===== src/rtl/regfile_dbg_pkg.sv =====
// Shared types and sizing constants for the register-file debug dump path.
package regfile_dbg_pkg;

  localparam int RF_ADDR_WIDTH = 5;
  localparam int RF_DATA_WIDTH = 32;
  localparam int RF_NUM_REGS   = 32;

  typedef enum logic [1:0] {
    IDLE    = 2'd0,
    ISSUE   = 2'd1,
    CAPTURE = 2'd2,
    PRESENT = 2'd3
  } dump_state_e;

endpackage


===== src/rtl/regfile_dump_reader.sv =====
// Walks register-file read port A over [FIRST_REG, LAST_REG] and streams each
// word out on a valid/ready channel; owns rf_addr only while busy.
module regfile_dump_reader
  import regfile_dbg_pkg::*;
#(
  parameter int DATA_WIDTH = RF_DATA_WIDTH,
  parameter int ADDR_WIDTH = RF_ADDR_WIDTH,
  parameter int FIRST_REG  = 0,
  parameter int LAST_REG   = 31
) (
  input  logic                  clk,
  input  logic                  reset,
  input  logic                  start,
  input  logic                  abort,
  output logic                  busy,
  output logic                  done,
  output logic [ADDR_WIDTH-1:0] rf_addr,
  input  logic [DATA_WIDTH-1:0] rf_data,
  output logic                  out_valid,
  input  logic                  out_ready,
  output logic [DATA_WIDTH-1:0] out_data,
  output logic [ADDR_WIDTH-1:0] out_index,
  output dump_state_e           dbg_state
);

  // Output channel: a word transfers on a posedge where out_valid && out_ready.
  // out_data/out_index never change while out_valid is high and out_ready low.

  generate
    if (FIRST_REG > LAST_REG) begin : g_bad_range
      $error("regfile_dump_reader: FIRST_REG must not exceed LAST_REG");
    end
    if (LAST_REG >= (1 << ADDR_WIDTH)) begin : g_bad_width
      $error("regfile_dump_reader: LAST_REG does not fit in ADDR_WIDTH");
    end
  endgenerate

  localparam logic [ADDR_WIDTH-1:0] FIRST_IDX = ADDR_WIDTH'(FIRST_REG);
  localparam logic [ADDR_WIDTH-1:0] LAST_IDX  = ADDR_WIDTH'(LAST_REG);

  dump_state_e           state_q, state_d;
  logic [ADDR_WIDTH-1:0] idx_q, idx_d;
  logic [DATA_WIDTH-1:0] out_data_q, out_data_d;
  logic [ADDR_WIDTH-1:0] out_index_q, out_index_d;
  logic                  out_valid_q, out_valid_d;
  logic                  done_q, done_d;

  always_ff @(posedge clk or posedge reset) begin
    if (reset) begin
      state_q     <= IDLE;
      idx_q       <= FIRST_IDX;
      out_data_q  <= '0;
      out_index_q <= '0;
      out_valid_q <= 1'b0;
      done_q      <= 1'b0;
    end else begin
      state_q     <= state_d;
      idx_q       <= idx_d;
      out_data_q  <= out_data_d;
      out_index_q <= out_index_d;
      out_valid_q <= out_valid_d;
      done_q      <= done_d;
    end
  end

  always_comb begin
    state_d     = state_q;
    idx_d       = idx_q;
    out_data_d  = out_data_q;
    out_index_d = out_index_q;
    out_valid_d = out_valid_q;
    done_d      = 1'b0;

    case (state_q)
      IDLE: begin
        if (start && !abort) begin
          idx_d   = FIRST_IDX;
          state_d = ISSUE;
        end
      end
      ISSUE: begin
        state_d = abort ? IDLE : CAPTURE;
      end
      CAPTURE: begin
        if (abort) begin
          state_d = IDLE;
        end else begin
          out_data_d  = rf_data;
          out_index_d = idx_q;
          out_valid_d = 1'b1;
          state_d     = PRESENT;
        end
      end
      PRESENT: begin
        // Abort wins over a same-cycle handshake: the word is dropped.
        if (abort) begin
          out_valid_d = 1'b0;
          state_d     = IDLE;
        end else if (out_ready) begin
          out_valid_d = 1'b0;
          if (idx_q == LAST_IDX) begin
            done_d  = 1'b1;
            state_d = IDLE;
          end else begin
            idx_d   = idx_q + ADDR_WIDTH'(1);
            state_d = ISSUE;
          end
        end
      end
      default: begin
        out_valid_d = 1'b0;
        state_d     = IDLE;
      end
    endcase
  end

  assign busy      = (state_q != IDLE);
  assign done      = done_q;
  assign rf_addr   = idx_q;
  assign out_valid = out_valid_q;
  assign out_data  = out_data_q;
  assign out_index = out_index_q;
  assign dbg_state = state_q;

endmodule


===== config.mk =====
export PLATFORM = sky130hd
export DESIGN_NAME = regfile_dump_reader
export DESIGN_NICKNAME = d
export VERILOG_FILES = /design/src/rtl/regfile_dbg_pkg.sv /design/src/rtl/regfile_dump_reader.sv
export SDC_FILE = /design/constraint.sdc
export NUM_CORES = 1
export LEC_CHECK = 0
export ABC_CLOCK_PERIOD_IN_PS = 2500
export BUFFER_PORTS_ARGS = -buffer_cell sky130_fd_sc_hd__buf_4
export CELL_PAD_IN_SITES_DETAIL_PLACEMENT = 1
export CELL_PAD_IN_SITES_GLOBAL_PLACEMENT = 1
export CORE_UTILIZATION = 36
export CTS_CLUSTER_SIZE = 16
export DETAILED_ROUTE_END_ITERATION = 6
export PLACE_DENSITY_LB_ADDON = 0.1
export REMOVE_ABC_BUFFERS = 1
export SETUP_SLACK_MARGIN = 0.15
export SLEW_MARGIN = 5
export SYNTH_ARGS = -nofsm -noshare
export SYNTH_HDL_FRONTEND = slang
export SYNTH_SLANG_ARGS = --single-unit
export TNS_END_PERCENT = 10

===== constraint.sdc =====
create_clock -name clk -period 2.5 [get_ports clk]
set_clock_uncertainty 0.15 [all_clocks]
set_input_delay 0.125 -clock clk [delete_from_list [all_inputs] [get_ports clk]]
set_output_delay 0.125 -clock clk [all_outputs]
set_load 0.01 [all_outputs]

# Word level (Yosys, flattened, before mapping)
# Index checks and enable logic that the tools add are counted.
[word_totals]
reg_bits = 46
input_bits = 37
output_inout_bits = 47
[op_classes]
add_sub_neg = 1
n_eq_ne = 10
n_mux = 20
bitwise = 1
reduce_logical = 10
[ops]
columns = ["operator", "count"]
rows = [
  ["$mux W5", 4],
  ["$mux W2", 5],
  ["$ne A2 B2 Y1 const B", 5],
  ["$pmux W5 S2", 1],
  ["$mux W1", 8],
  ["$pmux W2 S4", 1],
  ["$reduce_bool A2 Y1", 3],
  ["$add A5 B1 Y5 const B", 1],
  ["$eq A5 B5 Y1 const B", 1],
  ["$reduce_and A5 Y1", 1],
  ["$eq A2 B2 Y1 const B", 2],
  ["$reduce_and A2 Y1", 2],
  ["$ne A3 B3 Y1 const B", 1],
  ["$reduce_and A3 Y1", 1],
  ["$eq A2 B1 Y1 const B", 1],
  ["$logic_not A2 Y1", 1],
  ["$pmux W1 S2", 1],
  ["$logic_and A1 B1 Y1", 1],
  ["$logic_not A1 Y1", 1],
  ["$not A1 Y1", 1],
]

# Longest topological paths before layout
# Gate-level depths: netlist (run 1).
[logic_depth]
ltp_word = 5
ltp_mapped = 6
mapped_depth_nobuf = 6

# Worst setup path before layout (run 1)
# No wires, ideal clock.
[synth_path]
path_type = "flip-flop to flip-flop"
startpoint = "reg idx_q[0] (netlist: rf_addr[0])"
endpoint = "reg idx_q[1] (netlist: rf_addr[1])"
setup_time_ns = 0.125
arrival_time_ns = 1.796
t_required_ns = 2.225
setup_slack_ns = 0.429
path_stages_with_launch = 7
path_buffers = 0
synth_period_minus_slack_ns = 2.071
cell_sequence = "dfrtp_1 -> ha_1 -> and3_1 -> ha_1 -> and4b_1 -> o21ba_2 -> mux2_2"
[synth_via]
elab_chain_cells = 5
[synth_rtl]
columns = ["element", "line_no", "source"]
rows = [
  ["start, declared", "regfile_dump_reader.sv:42", "logic [ADDR_WIDTH-1:0] idx_q, idx_d;"],
  ["start signal, assigned", "regfile_dump_reader.sv:58", "idx_q <= idx_d;"],
  ["$add A5 B1 Y5", "regfile_dump_reader.sv:105", "idx_d = idx_q + ADDR_WIDTH'(1);"],
  ["$mux W5", "regfile_dump_reader.sv:101", "if (idx_q == LAST_IDX) begin"],
  ["$mux W5", "regfile_dump_reader.sv:99", "end else if (out_ready) begin"],
  ["$mux W5", "regfile_dump_reader.sv:96", "if (abort) begin"],
  ["$pmux W5 S2", "regfile_dump_reader.sv:74", "case (state_q)"],
]
# Several ways; a longest one is shown, not always the timed one. The select of a mux whose other input is x is not followed.
# A chain may end at the register's enable or synchronous reset.

# Worst setup path after layout (run 1)
# Ends and elaborated chain as after synthesis.

==> summary.md, run 1 <==
| Metric | Value |
|---|---|
| Gr usage total | `18.9%` |
| Routed vias | `1506` |
| R2R cell count | `6` |
| Hold path cells | `4` |
| Worst-path fanout max | `6` |
| Largest family of logic cells by synthesized area | `multiplexers` |
| Ys Warns | `0` |
| Root buffer cell | `clkbuf_8` |
| Min-delay src | `start` |
| Synth Area in Simple Gates | `7.57%` |
| Wire per inst | `15.4 µm` |
| Status | `finished, final reports clean` |
| Crit path required time | `2.53 ns` |
| Cell taking the most area after synthesis | `dfrtp_1` |
| Worst setup EP type | `register` |
| First-pass DRT Iterations | `4` |
| Slew headroom | `37.1%` |
| Count leader, synth | `dfrtp_1` |
| Height of the die | `74.0 µm` |
| LEAKAGE | `1.44 nW` |
| Worst-Margin Slew | `0.942 ns` |
| Number of remaining DRC errors | `0` |
| Crit Reg-Reg Startpoint | `rf_addr[0]` |
| Setup violators final | `0` |
| ANT nets after route | `0` |
| Top_reg_cell synth | `dfrtp_1` |
| Setup Total Neg Slack | `0 ns` |
| Clock Path Buffers | `2` |
| RSZ-0062 raised after global routing | `no` |
| R2R Path End | `rf_addr[1]` |
| Yosys top cell area share | `61.6%` |
| Number of port buffers | `83` |
| Crit start category | `register` |
| Initial DRC count | `32` |
| Post-layout min period | `2.22 ns` |
| Core Region | `0.00485 mm²` |
| Initial antenna violation count | `0` |
| Clock Latency Late Sink | `0.29 ns` |
| Multiplexer share of the synthesized area | `23.5%` |
| Post-synth top cells | `46 x dfrtp_1, 37 x mux2_2, 5 x inv_1` |
| Congestion Overflow GR | `0` |
| Post-Syn Area per Cell | `14.5 µm²` |
| CTS clock-pin slew for the worst setup and hold paths | `0.09 ns` |
| Design Power | `2.34 mW` |
| Tightest Hold Check Type | `input port to register` |
| Synth Area in Compound Gates | `3.08%` |
| CTS tree | `yes` |
| Synth top area cells | `dfrtp_1 62%, mux2_2 22%, buf_4 1.6%, and3_1 1.3%, ha_1 1.3%` |
| Initial Util | `38.5%` |
| Maximum VDD drop | `0.563 mV` |
| CTS resizes | `0` |
| Die Wd | `74.0 µm` |
| Post-synth EDFFs | `0` |
| First-pass GRT wire length | `7.78 mm` |
| DIE AREA | `0.00548 mm²` |
| Post-synthesis xor/xnor area fraction | `0%` |
| Synth Instances | `129` |
| Ant diodes | `0` |
| Max-cap violations | `0` |
| Final WL | `4.91 mm` |
| Seq/Total Area, Yosys | `61.6%` |
| Final HPWL DP | `3.15 mm` |
| Yosys cell types | `25` |
| CTS Buf Count | `5` |
| Synth Cell Area | `0.00187 mm²` |
| Largest net degree at the start of global routing | `47` |
| Post-synthesis async set-or-reset flop share | `100%` |
| FF+latch count, synth | `46` |
| Nets@finish | `290` |
| Hold Vio Cnt, Final | `0` |
| Share of cells above drive strength 1 | `52.6%` |
| Worst Hold End | `dbg_state[0]` |
| Post-DR vias/cell | `4.74` |
| Cell row count | `25` |
| Worst Path Arrival | `2.25 ns` |
| Placer Congestion | `0.759` |
| R2r setup slk | `0.28 ns` |
| WS Path Type | `register to register` |
| I/O Pins | `84` |
| CTS H-tree depth | `2` |
| Synthesis-to-layout area growth | `59.7%` |
| Peak Freq | `450 MHz` |
| Pwr/cell area | `784 mW/mm²` |
| Post-synthesis adder-cell area fraction | `1.34%` |
| Max-slew violation count | `0` |
| CTS sink cnt | `46` |
| Vias in the first global route | `1626` |
| Period utilization | `89.0%` |
[through the flow]
| step | cell area, µm² | setup WS [ns] | hold WS (ns) | util (%) | instances |
|---|---|---|---|---|---|
| detailed placement | 2550 | 0.307 | 0.199 | 52.7 | 276 |
| global placement | 2550 | 0.408 | 0.188 | 52.7 | 276 |
| global route | 2980 | 0.193 | 0.0953 | 61.5 | 318 |
| CTS | 2980 | 0.275 | 0.0655 | 61.5 | 318 |
| finish | 2980 | 0.276 | 0.0690 | 61.5 | 318 |
| floorplan | 1830 | 0.429 | 0.0414 | - | 124 |
[worst max-delay path: stages (launching register included)]
cell,delay (ns)
dfrtp_1,0.44
ha_1,0.24
and3_1,0.19
ha_1,0.23
and4b_1,0.30
o21ba_2,0.21
mux2_2,0.34
[worst max path at each step]
stage                 end  cells after the start  slack, ns       start
2_1_floorplan  rf_addr[1]                      6       0.43  rf_addr[0]
6_report       rf_addr[1]                      6       0.28  rf_addr[0]
3_3_place_gp   rf_addr[1]                      6       0.41  rf_addr[0]
4_1_cts        rf_addr[1]                      6       0.27  rf_addr[0]
5_1_grt        rf_addr[1]                      6       0.19  rf_addr[0]
3_5_place_dp   rf_addr[1]                      6       0.31  rf_addr[0]
[what timing repair did]
item                                   in CTS  in global routing
endpoints found under the hold margin      82                  0
setup buffers                               0                  0
hold buffers                               35                  0
[cell usage in the layout (no fill, tap or decap), types with 2 or more instances in the layout]
cell type / netlist / final
nor2_1: 4 / 4
clkbuf_8: 0 / 5
clkinv_2: 0 / 2
and3_1: 4 / 4
inv_1: 5 / 4
mux2_1: 2 / 2
buf_4: 4 / 85
ha_1: 2 / 2
dfrtp_1: 46 / 46
mux2_2: 37 / 37
or4_1: 2 / 2
o21ai_0: 4 / 4
dlygate4sd3_1: 0 / 35
nor3_1: 2 / 2
nand2_1: 4 / 4
[flip-flops by register name, summed over array words and instances (netlist names)]
| register | count |
|---|---|
| dbg_state | 2 |
| rf_addr | 5 |
| out_data | 32 |
| out_index | 5 |
| done | 1 |
| out_valid | 1 |
[routing by layer]
layer,vias up,track usage [%],wire length (µm)
li1,699,-,-
met1,738,22.4,2030
met4,0,7.05,106
met2,58,33.7,2530
met3,11,3.93,251
met5,-,0,0
[cell type report]
class	count	area (µm²)
multi-input combinational	73	663
clock inverter	2	10.0
timing repair buffer	120	988
sequential	46	1150
inverter	5	18.8
fill	495	1860
clock buffer	5	68.8
tap	67	83.8
[power breakdown]
group          switching (mW)  total (mW)  internal (mW)
registers               0.131        1.09          0.958
logic                   0.320       0.822          0.502
clock network           0.240       0.428          0.188
[logic make-up after synthesis]
family                     after synthesis
AOI/OAI and AO/OA                        8
adders and majority gates                2
muxes                                   39
buffers and inverters                   10
and+or+nand+nor                         24
DFF                                     46
No activity file was read; power rests on OpenSTA's default activity.
==> inputs of run 2 (changes only) <==
- CORE_UTILIZATION: 36 -> 30
==> run 2 against run 1 <==
Compared with the run above:
- power grew 4.6%
- combinational power shrank 0.6%
- die area grew 19%
- critical path type unchanged
- critical endpoint unchanged
==> summary.md, run 2 (synthesis gave the netlist of run 1 again) <==
| Metric | Value |
|---|---|
| Number of hold buffers added after CTS | `35 (unchanged)` |
| LEAKAGE | `1.46 nW (was 1.44 nW)` |
| Worst setup EP type | `register (unchanged)` |
| Utilization after layout | `50.8% (was 61.5%)` |
| Sw power | `0.692 mW (was 0.691 mW)` |
| Die Wd | `80.9 µm (was 74.0 µm)` |
| R2R Path End | `rf_addr[1] (unchanged)` |
| Peak Freq | `450 MHz (about the same)` |
| Largest register FFs | `32 (unchanged)` |
| Hold path cells | `4 (unchanged)` |
| CTS H-tree depth | `2 (unchanged)` |
| Period utilization | `88.8% (was 89.0%)` |
| I/O Pins | `84 (unchanged)` |
| Most frequent cells in the layout | `85 x buf_4, 46 x dfrtp_1, 37 x mux2_2 (unchanged)` |
| Worst Hold End | `dbg_state[0] (unchanged)` |
| Number of remaining DRC errors | `0 (unchanged)` |
| R2r setup slk | `0.28 ns (about the same)` |
| WS Path Type | `register to register (unchanged)` |
| Worst-Margin Slew | `0.984 ns (was 0.942 ns)` |
| Maximum VDD drop | `0.334 mV (was 0.563 mV)` |
| CTS Buf Count | `5 (unchanged)` |
| Tightest Hold Check Type | `input port to register (unchanged)` |
| CTS tree | `yes (unchanged)` |
| Ant diodes | `0 (unchanged)` |
| Nets@finish | `290 (unchanged)` |
| CTS clock-pin slew for the worst setup and hold paths | `0.08 ns (was 0.09 ns)` |
| DIE AREA | `0.00655 mm² (was 0.00548 mm²)` |
| CP bufs+invs | `0 (unchanged)` |
| Crit Reg-Reg Startpoint | `rf_addr[0] (unchanged)` |
| Max-cap violations | `0 (unchanged)` |
| CTS sink cnt | `46 (unchanged)` |
| Initial Util | `31.4% (was 38.5%)` |
| Wire per inst | `15.3 µm (was 15.4 µm)` |
| Clock Path Buffers | `2 (unchanged)` |
| Post-DR vias/cell | `4.57 (was 4.74)` |
| Cell row count | `28 (was 25)` |
| RSZ-0062 raised after global routing | `no (unchanged)` |
| Root buffer cell | `clkbuf_8 (unchanged)` |
| Slew headroom | `34.3% (was 37.1%)` |
| Initial antenna violation count | `0 (unchanged)` |
| Routed vias | `1495 (was 1506)` |
| Post-layout min period | `2.22 ns (about the same)` |
| Placer Congestion | `0.795 (was 0.759)` |
| Synthesis-to-layout area growth | `61.9% (was 59.7%)` |
| Core Region | `0.00596 mm² (was 0.00485 mm²)` |
| CTS resizes | `0 (unchanged)` |
| Critical path's slowest cell | `dfrtp_1 (unchanged)` |
| Final WL | `4.99 mm (was 4.91 mm)` |
| Status | `finished, final reports clean (unchanged)` |
| Worst path cell trace | `ha_1 -> and3_1 -> ha_1 -> and4b_1 -> o21ba_2 -> mux2_2 (unchanged)` |
| Worst Path Arrival | `2.26 ns (was 2.25 ns)` |
| Hold Vio Cnt, Final | `0 (unchanged)` |
| Vias in the first global route | `1598 (was 1626)` |
| Commonest non-fill, non-tap cell in the layout | `buf_4 (unchanged)` |
| Crit start category | `register (unchanged)` |
| Clock Latency Late Sink | `0.29 ns (about the same)` |
| Largest net degree at the start of global routing | `47 (unchanged)` |
| Number of port buffers | `83 (unchanged)` |
| Pwr/cell area | `809 mW/mm² (was 784 mW/mm²)` |
| Most frequent cell on the critical path | `ha_1 (unchanged)` |
| Final HPWL DP | `3.22 mm (was 3.15 mm)` |
| Post-CTS setup buffer count | `0 (unchanged)` |
| Fill cells | `624 (was 495)` |
| Seq pwr share | `44.2% (was 46.6%)` |
| Critical path's largest stage delay | `0.45 ns (was 0.44 ns)` |
| First-pass GRT wire length | `7.93 mm (was 7.78 mm)` |
| Height of the die | `80.9 µm (was 74.0 µm)` |
| Gr usage total | `16.3% (was 18.9%)` |
| Crit path required time | `2.54 ns (was 2.53 ns)` |
| Setup violators final | `0 (unchanged)` |
| Share of total power in combinational logic | `33.4% (was 35.1%)` |
| ANT nets after route | `0 (unchanged)` |
| Worst-path fanout max | `6 (unchanged)` |
| Clock group share of total power | `22.4% (was 18.3%)` |
| Crit-path leading delay family | `simple AND/OR/NAND/NOR gates (unchanged)` |
| Max-slew violation count | `0 (unchanged)` |
| Congestion Overflow GR | `0 (unchanged)` |
| Min-delay src | `start (unchanged)` |
| Fraction of power spent switching nets | `28.3% (was 29.5%)` |
| R2R cell count | `6 (unchanged)` |
| First-pass DRT Iterations | `2 (was 4)` |
| Share of cells above drive strength 1 | `52.8% (was 52.6%)` |
| Internal power | `1.75 mW (was 1.65 mW)` |
| Initial DRC count | `57 (was 32)` |
| WP depth | `6 (unchanged)` |
| Setup Total Neg Slack | `0 ns (unchanged)` |
## run 2: changes by cell type in the layout (fill, tap and decap cells not counted), sizes merged
cell / change
bufinv: +1
## run 2: how the worst max path moves through the flow
stage / from / endpoint
finish: rf_addr[0] / rf_addr[1]
global route: rf_addr[0] / rf_addr[1]
CTS: rf_addr[0] / rf_addr[1]
detailed placement: rf_addr[0] / rf_addr[1]
global placement: rf_addr[0] / rf_addr[1]
floorplan: rf_addr[0] / rf_addr[1]
## run 2: power by group through the flow
| stage | logic (mW) | clock network [mW] | registers, mW |
|---|---|---|---|
| 2_1_floorplan | 0.231 | 0 | 1.19 |
| 3_3_place_gp | 0.764 | 0 | 1.09 |
| 3_5_place_dp | 0.780 | 0 | 1.10 |
| 4_1_cts | 0.824 | 0.566 | 1.09 |
| 5_1_grt | 0.883 | 0.604 | 1.12 |
| 6_report | 0.817 | 0.547 | 1.08 |
## run 2: per-stage QoR
step / cells / setup WS (ns) / instance area (µm²) / total power, mW / hold slack, ns
after floorplan: 124 / 0.429 / 1830 / 1.42 / 0.0414
after global placement: 284 / 0.397 / 2560 / 1.85 / 0.192
after detailed placement: 284 / 0.288 / 2560 / 1.88 / 0.203
after CTS: 327 / 0.276 / 3020 / 2.48 / 0.0275
after global routing: 327 / 0.162 / 3020 / 2.61 / 0.0457
final: 327 / 0.279 / 3020 / 2.45 / 0.0306
## run 2: layout make-up
| type | instances | area (µm²) | share of cell area [%] |
|---|---|---|---|
| clock inverter | 3 | 40.0 | 1.32 |
| timing repair buffer | 120 | 988 | 32.7 |
| inverter | 5 | 18.8 | 0.621 |
| tap | 75 | 93.8 | 3.10 |
| sequential | 46 | 1150 | 38.1 |
| multi-input combinational | 73 | 663 | 21.9 |
| clock buffer | 5 | 68.8 | 2.28 |
## run 2: tightest hold or removal path, stage by stage
cell and delay, ns:
buf_4 0.08, nor2_1 0.03, a2bb2oi_1 0.11, nor2_1 0.08
## run 2: metal layers
| layer | part of all wire, % | global-route usage [%] |
|---|---|---|
| met1 | 40 | 19.0 |
| met2 | 53 | 28.6 |
| met3 | 5.7 | 4.61 |
| met4 | 1.5 | 5.36 |
| met5 | 0 | 0 |
